===== src/rtl/dsp_cic_comp_pkg.sv =====
// Shared types and sizing helpers for the CIC droop compensation FIR.
// Sizing functions keep the top and MAC datapath widths consistent.
package dsp_cic_comp_pkg;

  typedef enum logic [1:0] {
    S_IDLE,
    S_MAC,
    S_DRAIN,
    S_OUT
  } state_e;

  function automatic int calc_h(input int ntap);
    return (ntap + 1) / 2;
  endfunction

  function automatic int calc_aw(input int ntap);
    return $clog2(calc_h(ntap));
  endfunction

  function automatic int calc_accw(input int bin, input int cw,
                                   input int ntap);
    return bin + 1 + cw + $clog2(calc_h(ntap));
  endfunction

  // Unity centre tap scaled by the output shift: a pure delay filter.
  function automatic int rst_coef(input int idx, input int h,
                                  input int cshift);
    return (idx == h - 1) ? (1 << cshift) : 0;
  endfunction

endpackage


===== src/rtl/dsp_sym_mac.sv =====
// Three-stage symmetric MAC: pre-add, signed product, accumulate.
// Valid and clear travel with the data so the accumulator restarts per pass.
module dsp_sym_mac
  import dsp_cic_comp_pkg::*;
#(
  parameter int BIN  = 16,
  parameter int CW   = 18,
  parameter int ACCW = 39
) (
  input  logic                   clk,
  input  logic                   rst,
  input  logic                   en,
  input  logic                   clr,
  input  logic signed [BIN-1:0]  a,
  input  logic signed [BIN-1:0]  b,
  input  logic signed [CW-1:0]   coef,
  output logic signed [ACCW-1:0] acc
);

  localparam int PW = BIN + 1 + CW;

  logic signed [BIN:0]    pre_q, pre_d;
  logic signed [CW-1:0]   cf_q, cf_d;
  logic signed [PW-1:0]   prod_q, prod_d;
  logic signed [ACCW-1:0] acc_q, acc_d;
  logic v1_q, v1_d, c1_q, c1_d;
  logic v2_q, v2_d, c2_q, c2_d;

  always_comb begin
    pre_d  = {a[BIN-1], a} + {b[BIN-1], b};
    cf_d   = coef;
    v1_d   = en;
    c1_d   = clr;
    prod_d = PW'(pre_q) * PW'(cf_q);
    v2_d   = v1_q;
    c2_d   = c1_q;
    acc_d  = acc_q;
    if (v2_q) begin
      acc_d = (c2_q ? '0 : acc_q) + ACCW'(prod_q);
    end
  end

  always_ff @(posedge clk) begin
    if (rst) begin
      pre_q  <= '0;
      cf_q   <= '0;
      v1_q   <= 1'b0;
      c1_q   <= 1'b0;
      prod_q <= '0;
      v2_q   <= 1'b0;
      c2_q   <= 1'b0;
      acc_q  <= '0;
    end else begin
      pre_q  <= pre_d;
      cf_q   <= cf_d;
      v1_q   <= v1_d;
      c1_q   <= c1_d;
      prod_q <= prod_d;
      v2_q   <= v2_d;
      c2_q   <= c2_d;
      acc_q  <= acc_d;
    end
  end

  assign acc = acc_q;

endmodule


===== src/rtl/dsp_cic_comp_fir.sv =====
// Time-multiplexed symmetric FIR compensating CIC sinc droop.
// One MAC pass per accepted sample; coefficients programmable when idle.
module dsp_cic_comp_fir
  import dsp_cic_comp_pkg::*;
#(
  parameter int BIN    = 16,
  parameter int BOUT   = 16,
  parameter int NTAP   = 21,
  parameter int CW     = 18,
  parameter int CSHIFT = 16,
  localparam int H     = calc_h(NTAP),
  localparam int AW    = calc_aw(NTAP),
  localparam int ACCW  = calc_accw(BIN, CW, NTAP)
) (
  input  logic                  clk,
  input  logic                  rst,
  input  logic signed [BIN-1:0] din,
  input  logic                  din_vld,
  input  logic                  coef_we,
  input  logic [AW-1:0]         coef_addr,
  input  logic signed [CW-1:0]  coef_din,
  output logic signed [BOUT-1:0] dout,
  output logic                  dout_vld,
  output logic                  busy,
  output logic                  ovf
);

  localparam int PW  = $clog2(NTAP);
  localparam int CNW = (AW < 2) ? 2 : AW;
  localparam logic signed [ACCW:0] RND  = (ACCW+1)'(1) << (CSHIFT-1);
  localparam logic signed [ACCW:0] MAXV = (ACCW+1)'((1 << (BOUT-1)) - 1);
  localparam logic signed [ACCW:0] MINV = -MAXV - 1;

  state_e state_q, state_d;
  logic [CNW-1:0] cnt_q, cnt_d;
  logic [PW-1:0] wp_q, wp_d, ia_q, ia_d, ib_q, ib_d;
  logic signed [BIN-1:0] sbuf_q [NTAP];
  logic signed [BIN-1:0] sbuf_d [NTAP];
  logic signed [CW-1:0] coef_q [H];
  logic signed [CW-1:0] coef_d [H];
  logic signed [BOUT-1:0] dout_q, dout_d;
  logic ovf_q, ovf_d;

  logic accept, mac_en, mac_clr, centre;
  logic signed [BIN-1:0] op_a, op_b;
  logic signed [CW-1:0] op_c;
  logic signed [ACCW-1:0] acc;
  logic signed [ACCW:0] rsum, rshift;

  function automatic logic [PW-1:0] p_inc(input logic [PW-1:0] p);
    return (p == PW'(NTAP-1)) ? '0 : p + 1'b1;
  endfunction

  function automatic logic [PW-1:0] p_dec(input logic [PW-1:0] p);
    return (p == '0) ? PW'(NTAP-1) : p - 1'b1;
  endfunction

  assign busy     = (state_q == S_MAC) || (state_q == S_DRAIN);
  assign dout_vld = (state_q == S_OUT);
  assign accept   = din_vld &&
                    ((state_q == S_IDLE) || (state_q == S_OUT));

  // Walk newest-forward on ia and oldest-backward on ib to pair taps.
  assign centre  = (cnt_q == CNW'(H-1));
  assign mac_en  = (state_q == S_MAC);
  assign mac_clr = mac_en && (cnt_q == '0);
  assign op_a    = sbuf_q[ia_q];
  assign op_b    = centre ? '0 : sbuf_q[ib_q];
  assign op_c    = coef_q[cnt_q[AW-1:0]];

  always_comb begin
    rsum   = {acc[ACCW-1], acc} + RND;
    rshift = rsum >>> CSHIFT;
  end

  always_comb begin
    state_d = state_q;
    cnt_d   = cnt_q;
    wp_d    = wp_q;
    ia_d    = ia_q;
    ib_d    = ib_q;
    sbuf_d  = sbuf_q;
    coef_d  = coef_q;
    dout_d  = dout_q;
    ovf_d   = ovf_q | (din_vld & ~accept);

    if (coef_we && !busy && (coef_addr <= AW'(H-1))) begin
      coef_d[coef_addr] = coef_din;
    end

    unique case (state_q)
      S_IDLE, S_OUT: begin
        state_d = S_IDLE;
        if (accept) begin
          state_d      = S_MAC;
          cnt_d        = '0;
          sbuf_d[wp_q] = din;
          wp_d         = p_inc(wp_q);
          ia_d         = wp_q;
          ib_d         = p_inc(wp_q);
        end
      end
      S_MAC: begin
        cnt_d = cnt_q + 1'b1;
        ia_d  = p_dec(ia_q);
        ib_d  = p_inc(ib_q);
        if (centre) begin
          state_d = S_DRAIN;
          cnt_d   = '0;
        end
      end
      S_DRAIN: begin
        cnt_d = cnt_q + 1'b1;
        if (cnt_q == CNW'(2)) begin
          state_d = S_OUT;
          cnt_d   = '0;
          if (rshift > MAXV) begin
            dout_d = {1'b0, {(BOUT-1){1'b1}}};
          end else if (rshift < MINV) begin
            dout_d = {1'b1, {(BOUT-1){1'b0}}};
          end else begin
            dout_d = rshift[BOUT-1:0];
          end
        end
      end
      default: state_d = S_IDLE;
    endcase
  end

  always_ff @(posedge clk) begin
    if (rst) begin
      state_q <= S_IDLE;
      cnt_q   <= '0;
      wp_q    <= '0;
      ia_q    <= '0;
      ib_q    <= '0;
      dout_q  <= '0;
      ovf_q   <= 1'b0;
      for (int i = 0; i < NTAP; i++) sbuf_q[i] <= '0;
      for (int i = 0; i < H; i++) begin
        coef_q[i] <= CW'(rst_coef(i, H, CSHIFT));
      end
    end else begin
      state_q <= state_d;
      cnt_q   <= cnt_d;
      wp_q    <= wp_d;
      ia_q    <= ia_d;
      ib_q    <= ib_d;
      dout_q  <= dout_d;
      ovf_q   <= ovf_d;
      sbuf_q  <= sbuf_d;
      coef_q  <= coef_d;
    end
  end

  assign dout = dout_q;
  assign ovf  = ovf_q;

  dsp_sym_mac #(
    .BIN  (BIN),
    .CW   (CW),
    .ACCW (ACCW)
  ) u_mac (
    .clk  (clk),
    .rst  (rst),
    .en   (mac_en),
    .clr  (mac_clr),
    .a    (op_a),
    .b    (op_b),
    .coef (op_c),
    .acc  (acc)
  );

endmodule


===== config.mk =====
export PLATFORM = sky130hd
export DESIGN_NAME = dsp_cic_comp_fir
export DESIGN_NICKNAME = d
export VERILOG_FILES = /design/src/rtl/dsp_cic_comp_pkg.sv /design/src/rtl/dsp_sym_mac.sv /design/src/rtl/dsp_cic_comp_fir.sv
export SDC_FILE = /design/constraint.sdc
export NUM_CORES = 2
export LEC_CHECK = 0
export ABC_AREA = 1
export CORE_ASPECT_RATIO = 0.5
export CORE_UTILIZATION = 40
export DETAILED_ROUTE_END_ITERATION = 12
export GPL_TIMING_DRIVEN = 0
export PLACE_DENSITY_LB_ADDON = 0.2
export SETUP_SLACK_MARGIN = 0.1
export SYNTH_ARGS = -nofsm -noshare
export SYNTH_HDL_FRONTEND = slang
export SYNTH_HIERARCHICAL = 1
export SYNTH_SLANG_ARGS = --single-unit
export TNS_END_PERCENT = 1

===== constraint.sdc =====
create_clock -name clk -period 9.37 [get_ports clk]
set_input_delay 1.4055 -clock clk [delete_from_list [all_inputs] [get_ports clk]]
set_output_delay 1.4055 -clock clk [all_outputs]
set_load 0.03 [all_outputs]

# After elaboration in Yosys (flattened, before gate mapping)
# Index checks and enable logic that the tools add are counted.
# word_totals
register_bits,685
output_inout_bits,19
elab_cells,135
# op_classes
n_addsub,7
mul,1
order_cmp,10
eq_ne,10
n_mux,34
bitwise,8
reduce_logical,18
# ops
op,count
$bwmux W336,1
$bwmux W198,1
$bmux W16 S5,2
$mux W16,8
$demux W16 S5,1
$bmux W18 S4,1
$demux W18 S4,1
$mux W18,3
$add A39 B17 Y40 const B,1
$add A39 B39 Y39,1
$mux W39,1
$mul A17 B18 Y35,1
$mux W5,5
$gt A24 B16 Y1 const B,1
$lt A24 B16 Y1 const B,1
$pmux W5 S2,2
$ge A6 B6 Y1 const B,3
$not A5 Y6,3
$add A16 B16 Y17,1
$mux W4,3
$pmux W4 S3,1
$add A5 B1 Y5 const B,2
$eq A5 B5 Y1 const B,2
$ge A5 B5 Y1 const B,2
27 further kinds,40

# Longest topological paths before layout
# depth
depth_word,6
ltp_mapped,29

# Modules after synthesis
# The synthesis kept the hierarchy.
# modules_own_cells
mod,n_inst,cells_per_inst,area_per_inst_um2,seq_area_each_um2
dsp_cic_comp_fir,1,4367,28708.8,11451.0
dsp_sym_mac,1,2811,19621.3,2262.2

# Worst setup path after synthesis
# No wires, ideal clock.
# synth_path
path_type,reg-to-reg
startpoint,register u_mac.cf_q[17]
endpoint,register u_mac.prod_q[29]
setup_ps,113
t_arrival_ps,5392
required_time_ps,9257
slack_ps,3865
stages_incl_launch_ff,22
period_less_slack_ps,5505
path_cell_list,dfxtp_1 > clkbuf_1 > clkbuf_1 > nand2_1 > inv_1 > fa_1 > fa_1 > inv_1 > fa_1 > fa_1 > fa_1 > fa_1 > inv_1 > ha_1 > a21o_1 > a21oi_1 > nand2_1 > o21bai_1 > nor2_1 > nand2_1 > nand2_1 > nor2_1
# synth_via
elab_chain_len,1
# synth_lines
item,line_no,rtl
start: declaration,dsp_sym_mac.sv:23,"logic signed [CW-1:0] cf_q, cf_d;"
start signal: assignment,dsp_sym_mac.sv:46,cf_q <= '0;
start signal: assignment,dsp_sym_mac.sv:55,cf_q <= cf_d;
$mul A17 B18 Y35,dsp_sym_mac.sv:34,prod_d = PW'(pre_q) * PW'(cf_q);
end signal: assignment,dsp_sym_mac.sv:58,prod_q <= prod_d;
end: declaration,dsp_sym_mac.sv:24,"logic signed [PW-1:0] prod_q, prod_d;"
# No other way between the ends.
# A chain may end at the register's enable or synchronous reset.

# Final worst setup path
# layout_path
startpoint,register u_mac.pre_q[6]
endpoint,register u_mac.prod_q[29]
# layout_via
elab_chain_len,1
# layout_lines
item,line_no,rtl
start: declaration,dsp_sym_mac.sv:22,"logic signed [BIN:0] pre_q, pre_d;"
start signal: assignment,dsp_sym_mac.sv:54,pre_q <= pre_d;
$mul A17 B18 Y35,dsp_sym_mac.sv:34,
# No other way between the ends.

==> results.tsv <==
metric	value	unit
outcome	finished with violations	
violations	max-capacitance violations, max-slew violations	
cts.repair.resized	0	
yosysSeqAreaShare	28.37	%
min_period	7221	ps
setup_viol	0	
power.density	262.6	nW/µm²
die_h	247.8	µm
grt_pass1_vias	44620	
rsz0062_at_grt	false	
worstHoldStart	u_mac/c1_q$_SDFF_PP0_	
final_util	44.96	%
hold_class	reg -> reg	
grt_overflow	0	
io_buffers	59	
path_max_fanout	10	
slew_headroom	-10.38	%
max_clock_freq	0.1385	GHz
synth_most_common_cell	o21ai_0	
dp_hpwl	156200	µm
ys_types	57	
synth_area_leaders	dfxtp_1, fa_1, o21ai_0	
synthAdderAreaFrac	16.98	%
fp.coreArea	118800	µm²
p_leak	24.07	nW
reg2reg_depth	21	
syn_to_final_growth	10.54	%
ys.warnings.count	6	
cpMostUsedCell	fa_1	
ff2ff_setup_slack	2150	ps
clock_latency	690	ps
synth-seq-cells	685	
postCtsSetupBuffers	0	
yosys-mux-area-fraction	0	%
critPathBufInv	6	
die-area	122300	µm²
synth.largest_area_cell	dfxtp_1	
clock_sinks	685	
setup_tns	0	ps
antenna_found_initial	8	
wl	200700	µm
num-nets-final	7820	
startpoint_type	flip-flop	
synth_top_family_by_area	compound AO/OA/AOI/OAI gates	
crit_arrival	7820	ps
slew_violations	57	
drt_iter0_markers	5920	
rows	89	
cp_slowest_cell	fa_1	
holdPathStages	2	
r2r_start	u_mac/pre_q[6]$_SDFF_PP0_	
antenna_left	0	
wl_per_cell	22.39	µm
yosys.area_share.simple	20.17	%
final_layout_size_suffix_gt1_share	3.448	%
tritoncts	built	
end_kind	flip-flop	
path_cells	clkbuf_1 > clkbuf_1 > nand2_1 > fa_1 > inv_1 > fa_1 > inv_1 > fa_1 > fa_1 > fa_1 > fa_1 > inv_1 > ha_1 > nand2_1 > inv_1 > a21oi_1 > nand2_1 > o21bai_1 > nor2_1 > nor2_1 > nor2_1	
fillers	12660	
synth_area_per_cell	6.733	µm²
max_stage_delay	790	ps
reg2reg_to	u_mac/prod_q[29]$_SDFF_PP0_	
num_io_pins	61	
syn_inst	7178	
cts_buffer_depth	3	
max_cap_violations	5	
synth_nets	7688	
post-route-drc-count	0	
clkTransAtPathRegs	70	ps
gp_congestion	1.039	
drt_pass1_iterations	6	
synth_compound_area_share	21.61	%
hold_end	u_mac/c2_q$_SDFF_PP0_	
cts_hold_buffers	0	
cts_made_buffers	71	
required	9960	ps
async_reset_ff_share	0	%
start_util	40.68	%
yosysTopAreaCellShare	28.37	%
path_delay_family	adder cells	
vdd_ir_drop_max	160.1	µV
grt_max_degree	16	
globalRouteTotalUtil	32.27	%
die_x	493.6	µm
synthXorXnorAreaFrac	0.6886	%
path_class	reg -> reg	
worst_hold_slack	406.2	ps
syn-cell-area	48330	µm²
via_per_inst	5.465	
max_slew.worst_pin.slew	1656	ps
fin_crit_sh	77.06	%
synth-edff-count	0	
cts.htree.levels	3	
synthFlopType	dfxtp_1	
vias	49010	
clock_skew	22.55	ps
synth_commonest_cells	o21ai_0, nor2_1, inv_1, nand2_1, dfxtp_1	
cts_root_buf	clkbuf_16	
hold_viol_final	0	
grt_pass1_wl	293300	µm
==> sequential cells by signal, summed over array words and instances (netlist names) <==
| signal | count |
|---|---|
| coef_q | 198 |
| u_mac/v2_q | 1 |
| ib_q | 5 |
| dout | 16 |
| sbuf_q | 336 |
| state_q | 2 |
| u_mac/acc | 39 |
| u_mac/cf_q | 18 |
| ovf | 1 |
| u_mac/c1_q | 1 |
| ia_q | 5 |
| u_mac/c2_q | 1 |
| wp_q | 5 |
| u_mac/v1_q | 1 |
| u_mac/prod_q | 35 |
| cnt_q | 4 |
| u_mac/pre_q | 17 |
==> layout by cell type (no fill, tap or decap), types with 9 or more instances in the layout <==
cell	n
o21ai_0	1194
nor2_1	1079
inv_1	1073
nand2_1	1048
dfxtp_1	685
a21oi_1	632
clkbuf_1	401
fa_1	313
nand3_1	189
ha_1	155
clkbuf_16	72
o211ai_1	67
clkdlybuf4s50_1	59
buf_1	42
xor2_1	29
buf_2	25
nand2_2	25
nand4_1	21
nor2_2	20
o21ai_1	19
a22o_1	16
nor3_1	15
a21oi_2	14
clkbuf_8	14
inv_2	13
o21a_1	12
clkinv_1	11
nand3_2	11
clkinv_2	10
xnor2_1	9
a21o_1	9
==> cells by family (layout without fill, tap and decap cells) <==
family / Yosys count / after routing
buffers and inverters: 1557 / 1746
xor gates and xnor gates: 38 / 38
DFF: 685 / 685
AOI/OAI and AO/OA: 1997 / 1997
other: 0 / 8
and+or+nand+nor: 2433 / 2433
adders and majority gates: 468 / 468
==> per-layer routing <==
metal	share of wire, %	vias to the layer above	routed length (µm)	GRT usage (%)
met2	41	2269	82460	47.39
met3	11	340	21220	7.411
met5	0.013	-	27	0
li1	-	23010	-	-
met1	45	23390	90430	46.48
met4	3.3	4	6605	10.20
==> final cells by class <==
cell class	instances	area (µm²)	area share, %
antenna	8	20.02	0.03747
multi-input combinational	4936	28730	53.78
clock inverter	34	457.9	0.8572
inverter	1097	4118	7.708
clock buffer	96	2032	3.804
sequential	685	13710	25.67
tap	1592	1992	3.729
timing repair buffer	59	590.6	1.105
buffer	460	1769	3.312
==> through the flow <==
step	setup slack [ps]	area, µm²	power, mW	std cells
final	2149	53420	14.03	8967
after global routing	1935	53410	14.74	8960
after CTS	2355	53400	13.78	8959
after detailed placement	2409	50910	10.64	8829
after global placement	2364	50910	10.65	8829
after floorplan	3865	48330	7.823	7178
==> tightest hold or removal path, delay by kind of cell (launching register included) <==
kind | cells | cell delay, ps
DFF | 1 | 300
and+or+nand+nor | 1 | 30
buffers and inverters | 1 | 40
==> how the worst max path moves through the flow <==
stage | startpoint | endpoint | slack, ps | cells after the start
6_report | u_mac/pre_q[6]$_SDFF_PP0_ | u_mac/prod_q[29]$_SDFF_PP0_ | 2150 | 21
4_1_cts | u_mac/pre_q[6]$_SDFF_PP0_ | u_mac/prod_q[34]$_SDFF_PP0_ | 2360 | 20
3_5_place_dp | u_mac/pre_q[6]$_SDFF_PP0_ | u_mac/prod_q[29]$_SDFF_PP0_ | 2410 | 21
3_3_place_gp | u_mac/pre_q[6]$_SDFF_PP0_ | u_mac/prod_q[34]$_SDFF_PP0_ | 2360 | 20
5_1_grt | u_mac/pre_q[6]$_SDFF_PP0_ | u_mac/prod_q[34]$_SDFF_PP0_ | 1940 | 20
2_1_floorplan | u_mac/cf_q[17]$_SDFF_PP0_ | u_mac/prod_q[29]$_SDFF_PP0_ | 3870 | 21
==> where the power goes <==
| group | internal (mW) | leakage, nW | switching (mW) |
|---|---|---|---|
| Sequential | 3.20 | 5.54 | 0.204 |
| Combinational | 2.10 | 17.3 | 5.40 |
| Clock | 1.77 | 1.23 | 1.36 |
| Total | 7.07 | 24.1 | 6.97 |
Note: power is estimated with default switching activity, not from simulation.
